==> src/rtl/rv32i_types.sv <==
`default_nettype none
// rv32i_types: shared widths and the i/d cache arbiter state encoding.
package rv32i_types;

  localparam int LINE_WIDTH = 256;
  localparam int ADDR_WIDTH = 32;

  typedef enum logic [1:0] {
    IDLE   = 2'd0,
    I_BUSY = 2'd1,
    D_BUSY = 2'd2,
    DONE   = 2'd3
  } arb_state_t;

endpackage
`default_nettype wire

==> src/rtl/cache_arbiter.sv <==
`default_nettype none
// cache_arbiter: shares one cacheline adaptor between the i-cache and d-cache,
// one latched whole-line transaction at a time with alternating tie-break.
module cache_arbiter
  import rv32i_types::*;
#(
  parameter int s_line = LINE_WIDTH,
  parameter int s_addr = ADDR_WIDTH
) (
  input  logic              clk,
  input  logic              rst,
  input  logic              i_pmem_read,
  input  logic [s_addr-1:0] i_pmem_address,
  output logic [s_line-1:0] i_pmem_rdata,
  output logic              i_pmem_resp,
  input  logic              d_pmem_read,
  input  logic              d_pmem_write,
  input  logic [s_addr-1:0] d_pmem_address,
  input  logic [s_line-1:0] d_pmem_wdata,
  output logic [s_line-1:0] d_pmem_rdata,
  output logic              d_pmem_resp,
  output logic              ca_read,
  output logic              ca_write,
  output logic [s_addr-1:0] ca_address,
  output logic [s_line-1:0] ca_wdata,
  input  logic [s_line-1:0] ca_rdata,
  input  logic              ca_resp
);

  arb_state_t        state, state_next;
  logic [s_addr-1:0] addr_r;
  logic [s_line-1:0] wdata_r;
  logic              read_r, write_r;
  logic              last_grant;   // 0 = I, 1 = D
  logic              i_req, d_req;
  logic              grant_i, grant_d, done_xfer;

  always_ff @(posedge clk) begin
    if (rst) state <= IDLE;
    else     state <= state_next;
  end

  always_comb begin
    i_req       = i_pmem_read;
    d_req       = d_pmem_read | d_pmem_write;
    state_next  = state;
    grant_i     = 1'b0;
    grant_d     = 1'b0;
    done_xfer   = 1'b0;
    i_pmem_resp = 1'b0;
    d_pmem_resp = 1'b0;
    case (state)
      IDLE: begin
        // On a tie, D wins only if I was served last.
        if (d_req && (!i_req || !last_grant)) begin
          grant_d    = 1'b1;
          state_next = D_BUSY;
        end else if (i_req) begin
          grant_i    = 1'b1;
          state_next = I_BUSY;
        end
      end
      I_BUSY: begin
        if (ca_resp) begin
          i_pmem_resp = 1'b1;
          done_xfer   = 1'b1;
          state_next  = DONE;
        end
      end
      D_BUSY: begin
        if (ca_resp) begin
          d_pmem_resp = 1'b1;
          done_xfer   = 1'b1;
          state_next  = DONE;
        end
      end
      DONE:    state_next = IDLE;
      default: state_next = IDLE;
    endcase
  end

  always_ff @(posedge clk) begin
    if (rst) begin
      addr_r     <= '0;
      wdata_r    <= '0;
      read_r     <= 1'b0;
      write_r    <= 1'b0;
      last_grant <= 1'b1;
    end else if (grant_d) begin
      addr_r     <= d_pmem_address;
      wdata_r    <= d_pmem_wdata;
      // Simultaneous read+write is resolved as a writeback.
      write_r    <= d_pmem_write;
      read_r     <= d_pmem_read & ~d_pmem_write;
      last_grant <= 1'b1;
    end else if (grant_i) begin
      addr_r     <= i_pmem_address;
      read_r     <= 1'b1;
      write_r    <= 1'b0;
      last_grant <= 1'b0;
    end else if (done_xfer) begin
      read_r     <= 1'b0;
      write_r    <= 1'b0;
    end
  end

  assign ca_read      = read_r;
  assign ca_write     = write_r;
  assign ca_address   = addr_r;
  assign ca_wdata     = wdata_r;
  assign i_pmem_rdata = ca_rdata;
  assign d_pmem_rdata = ca_rdata;

endmodule
`default_nettype wire

==> config.mk <==
export PLATFORM = sky130hd
export DESIGN_NAME = cache_arbiter
export DESIGN_NICKNAME = d
export VERILOG_FILES = /design/src/rtl/rv32i_types.sv /design/src/rtl/cache_arbiter.sv
export SDC_FILE = /design/constraint.sdc
export NUM_CORES = 1
export LEC_CHECK = 0
export BUFFER_PORTS_ARGS = -buffer_cell sky130_fd_sc_hd__buf_2
export CAP_MARGIN = 0
export CORE_AREA = 2 2 541 543
export CTS_BUF_LIST = sky130_fd_sc_hd__clkbuf_16
export CTS_CLUSTER_SIZE = 30
export DETAILED_ROUTE_END_ITERATION = 16
export DIE_AREA = 0 0 543 545
export GPL_ROUTABILITY_DRIVEN = 0
export SKIP_LAST_GASP = 1
export SYNTH_ARGS = -nofsm -noshare
export SYNTH_HDL_FRONTEND = slang
export SYNTH_SLANG_ARGS = --single-unit
==> constraint.sdc <==
create_clock -name clk -period 2.6 [get_ports clk]
set_clock_uncertainty 0.05 [all_clocks]
set_input_delay 0.26 -clock clk [delete_from_list [all_inputs] [get_ports clk]]
set_output_delay 0.26 -clock clk [all_outputs]
set_load 0.02 [all_outputs]
==> Word-level counts from Yosys, hierarchy flattened <==
Cells that the tools add are included.
{ "op_classes": {"n_mux": 20, "bitwise_logic": 3, "multipliers": 0, "n_addsub": 0, "shift": 0, "reduce_logical": 10, "n_eq_ne": 5, "div": 0, "order_cmp": 0} }
{ "ops": {"columns": ["op", "n"], "rows": [
  ["$mux 32", 2],
  ["$mux 1", 14],
  ["$mux 2", 3],
  ["$pmux 2 s3", 1],
  ["$eq 2x2->1 const B", 2],
  ["$reduce_or 2->1", 2],
  ["$ne 3x3->1 const B", 1],
  ["$reduce_bool 3->1", 1],
  ["$eq 2x1->1 const B", 1],
  ["$logic_not 1->1", 2],
  ["$logic_not 2->1", 1],
  ["$ne 2x1->1 const B", 1],
  ["$reduce_and 2->1", 1],
  ["$reduce_bool 2->1", 1],
  ["$and 1x1->1", 1],
  ["$logic_and 1x1->1", 1],
  ["$logic_or 1x1->1", 1],
  ["$not 1->1", 1],
  ["$or 1x1->1", 1]
]} }
{ "word_totals": {"latch_bits": 0, "memories": 0, "ff_bits": 293, "word_cells": 44, "mem_bits_rw": 0, "inputBits": 582, "rom_bits": 0, "output_inout_bits": 804} }

==> Logic depth before layout (Yosys ltp) <==
Gate-level depths: netlist (run 1).
{ "logic_depth": {"word_depth": 7, "mapped_depth": 9} }

==> Worst setup path before layout (run 1) <==
Ideal clock, no wire load.
{ "synth_path": {"path_kind": "register to register", "startpoint": "register state[0]", "endpoint": "register addr_r[0] (netlist: ca_address[0])", "required_ns": 2.459, "slack_ns": 0.898, "t_arrival_ns": 1.561, "setup_time_ns": 0.091, "path_stages_with_launch": 10, "path_cell_list": "dfxtp_1 > inv_1 > ha_1 > buf_2 > inv_2 > buf_4 > buf_4 > buf_2 > o21ai_1 > a311oi_1"} }
{ "synth_between": {"elab_chain_cells": 3, "elab_cells_between_ends": 5} }
{ "synth_rtl": {"columns": ["element", "line", "source"], "rows": [
  ["start: declaration", "cache_arbiter.sv:30", "arb_state_t state, state_next;"],
  ["start signal: assignment", "cache_arbiter.sv:40", "else state <= state_next;"],
  ["$logic_not 2->1 *", "cache_arbiter.sv:52", "case (state)"],
  ["$mux 1", "cache_arbiter.sv:52", null],
  ["$mux 32 / $reduce_bool 2->1 (equally long branches)", null, null],
  ["end signal: assignment", "cache_arbiter.sv:90", "addr_r <= d_pmem_address;"],
  ["end signal: assignment", "cache_arbiter.sv:97", "addr_r <= i_pmem_address;"],
  ["end: declaration", "cache_arbiter.sv:31", "logic [s_addr-1:0] addr_r;"]
]} }
Mark *: on every way between the ends. The rest lies on a longest branch, timed or not.
A chain may end at the register's enable or synchronous reset.

==> Worst setup path after layout (run 1) <==
{ "layout_path": {"startpoint": "input i_pmem_read", "endpoint": "register addr_r[13] (netlist: ca_address[13])"} }
{ "layout_between": {"elab_chain_cells": 6, "elab_cells_between_ends": 10} }
{ "layout_rtl": {"columns": ["element", "line", "source"], "rows": [
  ["start: declaration", "cache_arbiter.sv:12", "input logic i_pmem_read,"],
  ["$logic_not 1->1", "cache_arbiter.sv:55", "if (d_req && (!i_req || !last_grant)) begin"],
  ["$logic_or 1x1->1", "cache_arbiter.sv:55", null],
  ["$logic_and 1x1->1", "cache_arbiter.sv:55", null],
  ["$mux 1", "cache_arbiter.sv:55", null],
  ["$mux 1", "cache_arbiter.sv:52", null],
  ["$mux 32 / $reduce_bool 2->1 (equally long branches)", null, null]
]} }
Parallel ways exist; a longest one is shown, timed or not.

==> results.json, run 1 <==
{
  "status": "complete, no violations",
  "period_share_pct": 97.7,
  "cpPeakStageDelay_ns": 0.76,
  "place_hpwl_um": 206000,
  "crit_path_start_kind": "input pin",
  "fin_setup_tns_ns": 0,
  "cts.sinks": 293,
  "grt_pass1_wl_um": 265000,
  "hold_start": "rst",
  "seq_area_frac_synth_pct": 38.5,
  "firstDrtPassIters": 5,
  "num_vias": 17000,
  "worst_setup_path_end_kind": "flip-flop",
  "crit_chain": "dlygate4sd3_1, buf_2, o2bb2ai_4, buf_12, o21ai_0, a311oi_1, dlygate4sd3_1",
  "initial_core_util_pct": 5.25,
  "crit_top_cell": "dlygate4sd3_1",
  "arrival_ns": 3.12,
  "worstPathMaxFanout": 72,
  "p_leak_nw": 8.93,
  "placed_cell_area_mm2": 0.0192,
  "synth_edf_count": 0,
  "gr-usage-all-layers_pct": 15.0,
  "synth-seq-cells": 293,
  "setup_viol": 0,
  "drv_slew": 0,
  "maxCapViolCount": 0,
  "slew_headroom_pct": 58.3,
  "fin_nets": 2870,
  "clk_pin_slew_ns": 0.06,
  "detail_route.wl_per_cell_um": 36.6,
  "cts_tree": "done",
  "viasPerCell": 2.67,
  "overflow": 0,
  "max-clock-path-buffers": 3,
  "worst_path_max_delay_cell": "dlygate4sd3_1",
  "min_path_type": "in -> reg",
  "synth_ff_type": "dfxtp_1",
  "drt_iter0_drc": 1163,
  "p_total_w": 0.0240,
  "drc_errors": 0,
  "rsz0062_at_grt": "yes",
  "yosysWarningCount": 0,
  "totalWireLength_um": 232000,
  "fp-row-count": 198,
  "antenna_found_initial": 298,
  "synth_area_per_cell_um2": 8.00,
  "rrSetupSlack_ns": 0.10,
  "cts_max_level": 2,
  "drive_above_1_share_pct": 31.7,
  "synth_nets": 2489,
  "ys_top_cells_by_count": "buf_4 (522), dfxtp_1 (293), nand3_1 (291)",
  "critPathLaunch": "i_pmem_read",
  "grt_max_degree": 117,
  "ir_drop_v": 0.000661,
  "synth_area_leader_cell": "dfxtp_1",
  "ctsRootBufferMaster": "clkbuf_16",
  "grt_pass1_vias": 15600,
  "worstSetupPathType": "in -> reg",
  "clkLatencyLatePin_ns": 0.72,
  "async_flop_share_pct": 0,
  "crit_buf_inv": 4,
  "io_pins": 1386,
  "cts_buffers": 46,
  "synth.area.top_cells": "dfxtp_1 (39%), buf_4 (26%), nand3_1 (9.6%)",
  "crit_required_ns": 3.17,
  "powerDensity_mw_per_mm2": 970,
  "syn2layout_area_growth_pct": 62.1,
  "post-synth-top-count-cell": "buf_4",
  "hold_violations": 0,
  "cpLargestDelayFamily": "buffers and inverters",
  "die_width_um": 543,
  "drtAntennaViolNets": 0,
  "portBuffers": 617,
  "core_area_mm2": 0.290,
  "syn_inst": 1904,
  "synth_area_mm2": 0.0152,
  "r2r_start": "state[1]$_SDFFE_PP0P_",
  "dieArea_mm2": 0.296,
  "timing.final.crit_period_ns": 2.54,
  "fp.dieH_um": 545,
  "max_freq_ghz": 0.394,
  "stdcell_area_mm2": 0.0247,
  "worstMarginPinSlew_ns": 0.619,
  "hold_ws_ns": 0.104,
  "ys_types": 27,
  "synth_top_area_share_pct": 38.5
}
layout make-up:
| cell class | instances | area [um2] |
|---|---|---|
| fill | 33900 | 265000 |
| timing repair buffer | 1014 | 7260 |
| sequential | 293 | 5870 |
| tap | 3900 | 4880 |
| multi-input combinational | 927 | 4830 |
| clock buffer | 46 | 1150 |
| clock inverter | 39 | 349 |
| antenna | 128 | 320 |
| inverter | 3 | 23.8 |
timing repair:
action / 4_1_cts / 5_1_grt
resized for setup: 0 / 4
setup endpoints to repair: 0 / 28
hold endpoints to repair: 293 / 0
hold buffers: 357 / 0
setup buffers: 0 / 5
routing by layer:
layer  part of all wire (%)  vias up  global-route usage [%]
li1                       -     7003                       -
met1                     26     7508                    11.0
met2                     43     1735                    23.3
met3                     26      525                    17.7
met4                    4.7      210                    6.09
met5                   0.91        -                    2.16
power by group:
part	total [W]	internal [W]	switching, W	leakage (nW)
clock network	0.00659	0.00348	0.00311	0.739
registers	0.00599	0.00553	0.000467	2.40
logic	0.0114	0.00326	0.00811	5.79
total	0.0240	0.0123	0.0117	8.93
layout by cell type, fill, tap and decap left out, drive strengths merged, types with 2 or more instances in the layout:
master / n
clkbuf: 47
bufinv: 2
dfxtp: 293
clkinv: 22
inv: 12
a211oi: 2
a21oi: 261
nand3: 291
diode: 128
and2: 2
dlygate4sd3: 357
o21ai: 288
a311oi: 32
ha: 3
clkinvlp: 6
nor2: 32
buf: 656
nand2: 7
per-stage QoR:
step | setup WS (ns) | std cells | utilization, %
global route | -0.0436 | 6293 | 8.46
CTS | 0.0398 | 6216 | 8.37
global placement | 0.552 | 5774 | 6.62
detailed placement | 0.529 | 5774 | 6.62
finish | 0.0591 | 6350 | 8.51
floorplan | 0.898 | 1904 | -
worst min-delay path, delay by kind of cell:
kind	cells	cell delay (ns)
buf+inv	2	0.40
compound gates	1	0.12
worst paths after layout:
path	end	depth (start not counted)
max reg2reg	ca_address[27]$_SDFFE_PP0P_	7
max	ca_address[13]$_SDFFE_PP0P_	7
min reg2reg	ca_wdata[97]$_SDFFE_PP0N_	2
min	ca_wdata[112]$_SDFFE_PP0N_	3
state kept, by name (all words and copies together), names as in the netlist:
signal      flops
ca_address     32
ca_read         1
ca_write        1
last_grant      1
state           2
ca_wdata      256
cells by family after synthesis:
kind of cell | share of synthesized area, %
AO/OA/AOI/OAI | 20.5
adder cells (fa/ha/maj) | 0.246
buffers and inverters | 30.0
flip-flops | 38.5
AND/OR/NAND/NOR | 10.7
Power figures use the tool's default switching activity.
==> run 2, diff against run 1 <==
--- a/config.mk
+++ b/config.mk
@@ -7,11 +7,11 @@
 export LEC_CHECK = 0
 export BUFFER_PORTS_ARGS = -buffer_cell sky130_fd_sc_hd__buf_2
 export CAP_MARGIN = 0
-export CORE_AREA = 2 2 541 543
+export CORE_AREA = 2 2 546 548
 export CTS_BUF_LIST = sky130_fd_sc_hd__clkbuf_16
 export CTS_CLUSTER_SIZE = 30
 export DETAILED_ROUTE_END_ITERATION = 16
-export DIE_AREA = 0 0 543 545
+export DIE_AREA = 0 0 548 550
 export GPL_ROUTABILITY_DRIVEN = 0
 export SKIP_LAST_GASP = 1
 export SYNTH_ARGS = -nofsm -noshare
==> run 2 against run 1 <==
Via count is 0.49% higher. Worst hold slack got worse by 0.031 ns. Routed wire length rose by 1.4%. Critical path depth grew 1. Sequential cell count is the same. Core utilization fell by 0.11 points. Largest power group unchanged.
==> results.json, run 2 (synthesis gave the netlist of run 1 again) <==
{
  "status": "complete, no violations",
  "core_area_mm2": 0.296,
  "cpLargestDelayFamily": "buffers and inverters",
  "overflow": 0,
  "die_width_um": 548,
  "drt_iter0_drc": 1009,
  "fin_nets": 2868,
  "crit_path_start_kind": "flip-flop",
  "hold_ws_ns": 0.0729,
  "initial_core_util_pct": 5.15,
  "cts.sinks": 293,
  "p_leak_nw": 8.88,
  "slew_headroom_pct": 52.0,
  "firstDrtPassIters": 5,
  "worstMarginPinSlew_ns": 0.712,
  "crit_chain": "inv_1, ha_4, buf_6, o31ai_1, nand3_1, dlygate4sd3_1, a21oi_1, dlygate4sd3_1",
  "arrival_ns": 3.06,
  "fillCellCount": 34500,
  "fp.dieH_um": 550,
  "antenna_found_initial": 277,
  "crit_top_cell": "dlygate4sd3_1",
  "drv_slew": 0,
  "totalWireLength_um": 236000,
  "max_freq_ghz": 0.403,
  "io_pins": 1386,
  "powerDensity_mw_per_mm2": 961,
  "setup_viol": 0,
  "hold_start": "i_pmem_address[9]",
  "worstSetupPathType": "reg -> reg",
  "r2r_cells": 8,
  "syn2layout_area_growth_pct": 63.0,
  "max-clock-path-buffers": 3,
  "crit_path_end": "ca_read$_SDFFE_PP0P_",
  "fin_util_pct": 8.40,
  "final_common_cell": "buf_2",
  "postCtsSetupBuffers": 0,
  "r2r-end": "ca_read$_SDFFE_PP0P_",
  "drc_errors": 0,
  "critPathLaunch": "state[0]$_SDFFE_PP0P_",
  "ir_drop_v": 0.000678,
  "fp-row-count": 200,
  "min_path_type": "in -> reg",
  "viasPerCell": 2.65,
  "ctsRootBufferMaster": "clkbuf_16",
  "worst-path-stages": 8,
  "detail_route.wl_per_cell_um": 36.6,
  "crit_required_ns": 3.18,
  "maxCapViolCount": 0,
  "crit_buf_inv": 4,
  "largest_register_ffs": 256,
  "cts_max_level": 2,
  "grt_pass1_vias": 15900,
  "worst_path_max_delay_cell": "dlygate4sd3_1",
  "gr-usage-all-layers_pct": 15.0,
  "fin_setup_tns_ns": 0,
  "place_hpwl_um": 212000,
  "p_total_w": 0.0239,
  "rrSetupSlack_ns": 0.12,
  "drtAntennaViolNets": 0,
  "clkLatencyLatePin_ns": 0.69,
  "cts_buffers": 45,
  "cts_tree": "done",
  "r2r_start": "state[0]$_SDFFE_PP0P_",
  "hold_violations": 0,
  "worst_setup_path_end_kind": "flip-flop",
  "timing.final.crit_period_ns": 2.48,
  "dieArea_mm2": 0.301,
  "num_vias": 17100,
  "cpPeakStageDelay_ns": 0.58,
  "rsz0062_at_grt": "yes",
  "portBuffers": 617,
  "period_share_pct": 95.5,
  "grt_pass1_wl_um": 272000,
  "clk_pin_slew_ns": 0.06,
  "grt_max_degree": 94,
  "drive_above_1_share_pct": 32.1,
  "place_inst": 5829,
  "worstPathMaxFanout": 11,
  "final_cell_mix": "buf_2 (616), dlygate4sd3_1 (346), dfxtp_1 (293)",
  "stdcell_count": 6443
}
[run 2: changes by cell type in the layout (fill, tap and decap cells not counted), moves of 2 or more]
cell and delta:
clkinv_1 +2, diode_2 +59, clkinv_2 -2, dlygate4sd3_1 -11, buf_4 +5, inv_16 +2
buf_12 +7, clkinv_4 -3, inv_1 -5, clkinvlp_4 +3, clkbuf_16 -2, clkinv_16 -3
inv_6 +2
[run 2: per-stage QoR]
stage	cell area [um2]	setup WS, ns
floorplan	15200	0.898
global placement	19400	0.502
detailed placement	19400	0.455
CTS	24400	0.0855
global route	24700	-0.0149
finish	24800	0.117
[run 2: worst min-delay path by stage]
| stage | end | depth (start not counted) |
|---|---|---|
| global route | ca_address[9]$_SDFFE_PP0P_ | 3 |
| detailed placement | ca_wdata[44]$_SDFFE_PP0N_ | 2 |
| global placement | ca_wdata[1]$_SDFFE_PP0N_ | 2 |
| finish | ca_address[9]$_SDFFE_PP0P_ | 3 |
| floorplan | ca_wdata[0]$_SDFFE_PP0N_ | 2 |
| CTS | ca_address[9]$_SDFFE_PP0P_ | 3 |
[run 2: what timing repair did]
action | CTS | global route
hold buffers | 346 | 0
resized for setup | 0 | 1
endpoints found under the setup margin | 0 | 5
hold endpoints to repair | 292 | 0
[run 2: worst reg2reg max path, delay by kind of cell, from the launching register on]
family	cells	cell delay, ns
buf+inv	4	1.42
flops	1	0.35
simple gates	1	0.11
fa+ha+maj	1	0.22
compound gates	2	0.28
[run 2: layout make-up]
| cell class | instances | area, um2 | area share [%] |
|---|---|---|---|
| diodes | 187 | 468 | 1.88 |
| clock buffers | 45 | 1130 | 4.54 |
| clock inverters | 36 | 322 | 1.30 |
| inverters | 3 | 18.8 | 0.0756 |
| multi-input cells | 927 | 4820 | 19.4 |
| flip-flops and latches | 293 | 5870 | 23.6 |
| well taps | 3939 | 4930 | 19.8 |
| repair buffers | 1013 | 7280 | 29.3 |
[run 2: routing by layer]
metal,vias up,part of all wire (%),GRT usage [%]
met3,453,25,17.7
met2,1773,43,22.8
met5,-,0.93,2.25
li1,7070,-,-
met1,7555,27,11.5
met4,213,4.4,5.99
[run 2: power breakdown]
part | internal (W) | switching, W
sequential | 0.00553 | 0.000516
combinational | 0.00333 | 0.00807
clock | 0.00350 | 0.00291
total | 0.0124 | 0.0115
==> run 3, diff against run 2 <==
--- a/config.mk
+++ b/config.mk
@@ -13,6 +13,8 @@
 export DETAILED_ROUTE_END_ITERATION = 16
 export DIE_AREA = 0 0 548 550
 export GPL_ROUTABILITY_DRIVEN = 0
+export GPL_TIMING_DRIVEN = 0
+export RECOVER_POWER = 100
 export SKIP_LAST_GASP = 1
 export SYNTH_ARGS = -nofsm -noshare
 export SYNTH_HDL_FRONTEND = slang
==> run 3 against run 2 <==
Worst hold slack improved by 0.044 ns. Final area up 20%. Sequential cell count unchanged. Clock power down 9.0%. Critical path depth is the same. Global-route usage is 0.39 points higher. First-iteration DRC count up 130%. Sequential power grew 2%. Die area is the same. Cell count up 16%. Routed wire length is 3.7% higher. Worst setup slack improved by 0.0069 ns. Critical path type unchanged. Largest power group unchanged.
==> results.json, run 3 (synthesis gave the netlist of run 1 again) <==
{
  "status": "complete, no violations",
  "hold_start": "i_pmem_address[11]",
  "period_share_pct": 95.2,
  "ir_drop_v": 0.000462,
  "worstPathMaxFanout": 11,
  "portBuffers": 1126,
  "drtAntennaViolNets": 0,
  "overflow": 0,
  "drv_slew": 0,
  "cts.sinks": 293,
  "netSwitchingFraction_pct": 51.7,
  "setup_viol": 0,
  "crit_required_ns": 3.06,
  "grt_pass1_vias": 19500,
  "syn2layout_area_growth_pct": 95.4,
  "critPathLaunch": "state[0]$_SDFFE_PP0P_",
  "final_cell_mix": "clkbuf_1 (922), buf_4 (520), buf_2 (343)",
  "maxCapViolCount": 0,
  "slew_headroom_pct": 13.6,
  "drc_errors": 0,
  "clkLatencyLatePin_ns": 0.68,
  "grt_max_degree": 14,
  "firstDrtPassIters": 8,
  "p_comb_share_pct": 51.9,
  "p_switching_w": 0.0129,
  "dieArea_mm2": 0.301,
  "cts_tree": "done",
  "cts_buffers": 38,
  "crit_path_start_kind": "flip-flop",
  "worst_slack_ns": 0.124,
  "antenna_found_initial": 238,
  "p_total_w": 0.0249,
  "drt_iter0_drc": 2292,
  "initial_core_util_pct": 5.15,
  "cts_max_level": 2,
  "detail_route.wl_per_cell_um": 32.6,
  "grt_pass1_wl_um": 284000,
  "placed_cell_area_mm2": 0.0259,
  "core_area_mm2": 0.296,
  "min_path_type": "in -> reg",
  "worstSetupPathType": "reg -> reg",
  "max-clock-path-buffers": 3,
  "power.share.sequential_pct": 24.8,
  "die_width_um": 548,
  "num_vias": 22300,
  "worstMarginPinSlew_ns": 1.30,
  "clk_pin_slew_ns": 0.07,
  "final_common_cell": "clkbuf_1",
  "arrival_ns": 2.94,
  "r2r_start": "state[0]$_SDFFE_PP0P_",
  "viasPerCell": 2.98,
  "fp-row-count": 200,
  "p_int_w": 0.0120,
  "ctsRootBufferMaster": "clkbuf_16",
  "max_freq_ghz": 0.404,
  "hold_violations": 0,
  "io_pins": 1386,
  "place_hpwl_um": 224000,
  "gr-usage-all-layers_pct": 15.4,
  "totalWireLength_um": 244000,
  "largest_register_ffs": 256,
  "fin_nets": 3983,
  "stdcell_area_mm2": 0.0298,
  "drive_above_1_share_pct": 27.8,
  "post-place-ws_ns": -0.962,
  "worst_setup_path_end_kind": "flip-flop",
  "timing.final.crit_period_ns": 2.48,
  "power_frac_clock_pct": 23.4,
  "p_leak_nw": 10.6,
  "powerDensity_mw_per_mm2": 838,
  "fp.dieH_um": 550
}
run 3: cell types whose count changed in the layout (fill, tap and decap cells not counted), moves of 7 or more:
cell	change
clkbuf_4	+7
clkbuf_1	+922
buf_2	-273
diode_2	-67
buf_12	-25
dlygate4sd3_1	-25
clkbuf_2	+15
buf_4	+498
run 3: worst max-delay path, stage by stage, from the launching register on:
cell      delay [ns]
dfxtp_1         0.32
inv_1           0.09
ha_1            0.14
clkbuf_4        0.31
inv_12          0.08
buf_8           0.20
buf_4           0.19
o21ai_0         0.69
a311oi_1        0.21
run 3: layout make-up:
class | instances | area [um2]
antenna | 120 | 300
buffer | 681 | 4590
clock buffer | 39 | 976
clock inverter | 30 | 303
fill | 35000 | 266000
inverter | 3 | 23.8
multi-input combinational | 927 | 4800
sequential | 293 | 5870
tap | 3939 | 4930
timing repair buffer | 1454 | 7980
run 3: path summary, 6_finish.rpt:
check | endpoint | slack [ns] | depth (start not counted)
worst max-delay path | ca_address[2]$_SDFFE_PP0P_ | 0.12 | 8
worst min-delay path | ca_address[11]$_SDFFE_PP0P_ | 0.12 | 3
worst max register to register | ca_address[2]$_SDFFE_PP0P_ | 0.12 | 8
worst min register to register | ca_wdata[57]$_SDFFE_PP0N_ | 0.42 | 2
run 3: per-stage QoR:
| stage | setup TNS (ns) | hold WS, ns | std cells | util, % |
|---|---|---|---|---|
| after floorplan | 0 | 0.358 | 1904 | - |
| after global placement | -239.76 | 0.409 | 6969 | 8.73 |
| after detailed placement | -163.02 | 0.414 | 6973 | 8.77 |
| after CTS | 0 | 0.0107 | 7366 | 10.3 |
| after global routing | -0.00231 | 0.0689 | 7432 | 10.0 |
| final | 0 | 0.117 | 7486 | 10.1 |
run 3: per-layer routing:
layer  part of all wire, %  global-route usage (%)  vias up  routed length, um
li1                      -                       -     9227                  -
met1                    37                    16.6    10400              90600
met2                    42                    23.2     1899             102000
met3                    16                    10.9      586              38200
met4                   4.7                    6.18      190              11400
met5                  0.66                   0.516        -               1620
run 3: power groups by stage:
stage                     Sequential (W)  Clock [W]  Combinational, W
final                            0.00618    0.00583            0.0129
after global routing             0.00625    0.00616            0.0137
after CTS                        0.00611    0.00601            0.0134
after detailed placement         0.00619          0            0.0125
after global placement           0.00615          0            0.0123
after floorplan                  0.00729          0           0.00505
run 3: repair_timing:
action / 4_1_cts / 5_1_grt
pin swaps: 0 / 0
hold endpoints to repair: 293 / 0
resized for setup: 12 / 2
hold buffers: 321 / 0
cloned: 0 / 0
endpoints found under the setup margin: 269 / 69
buffers inserted: 3 / 0
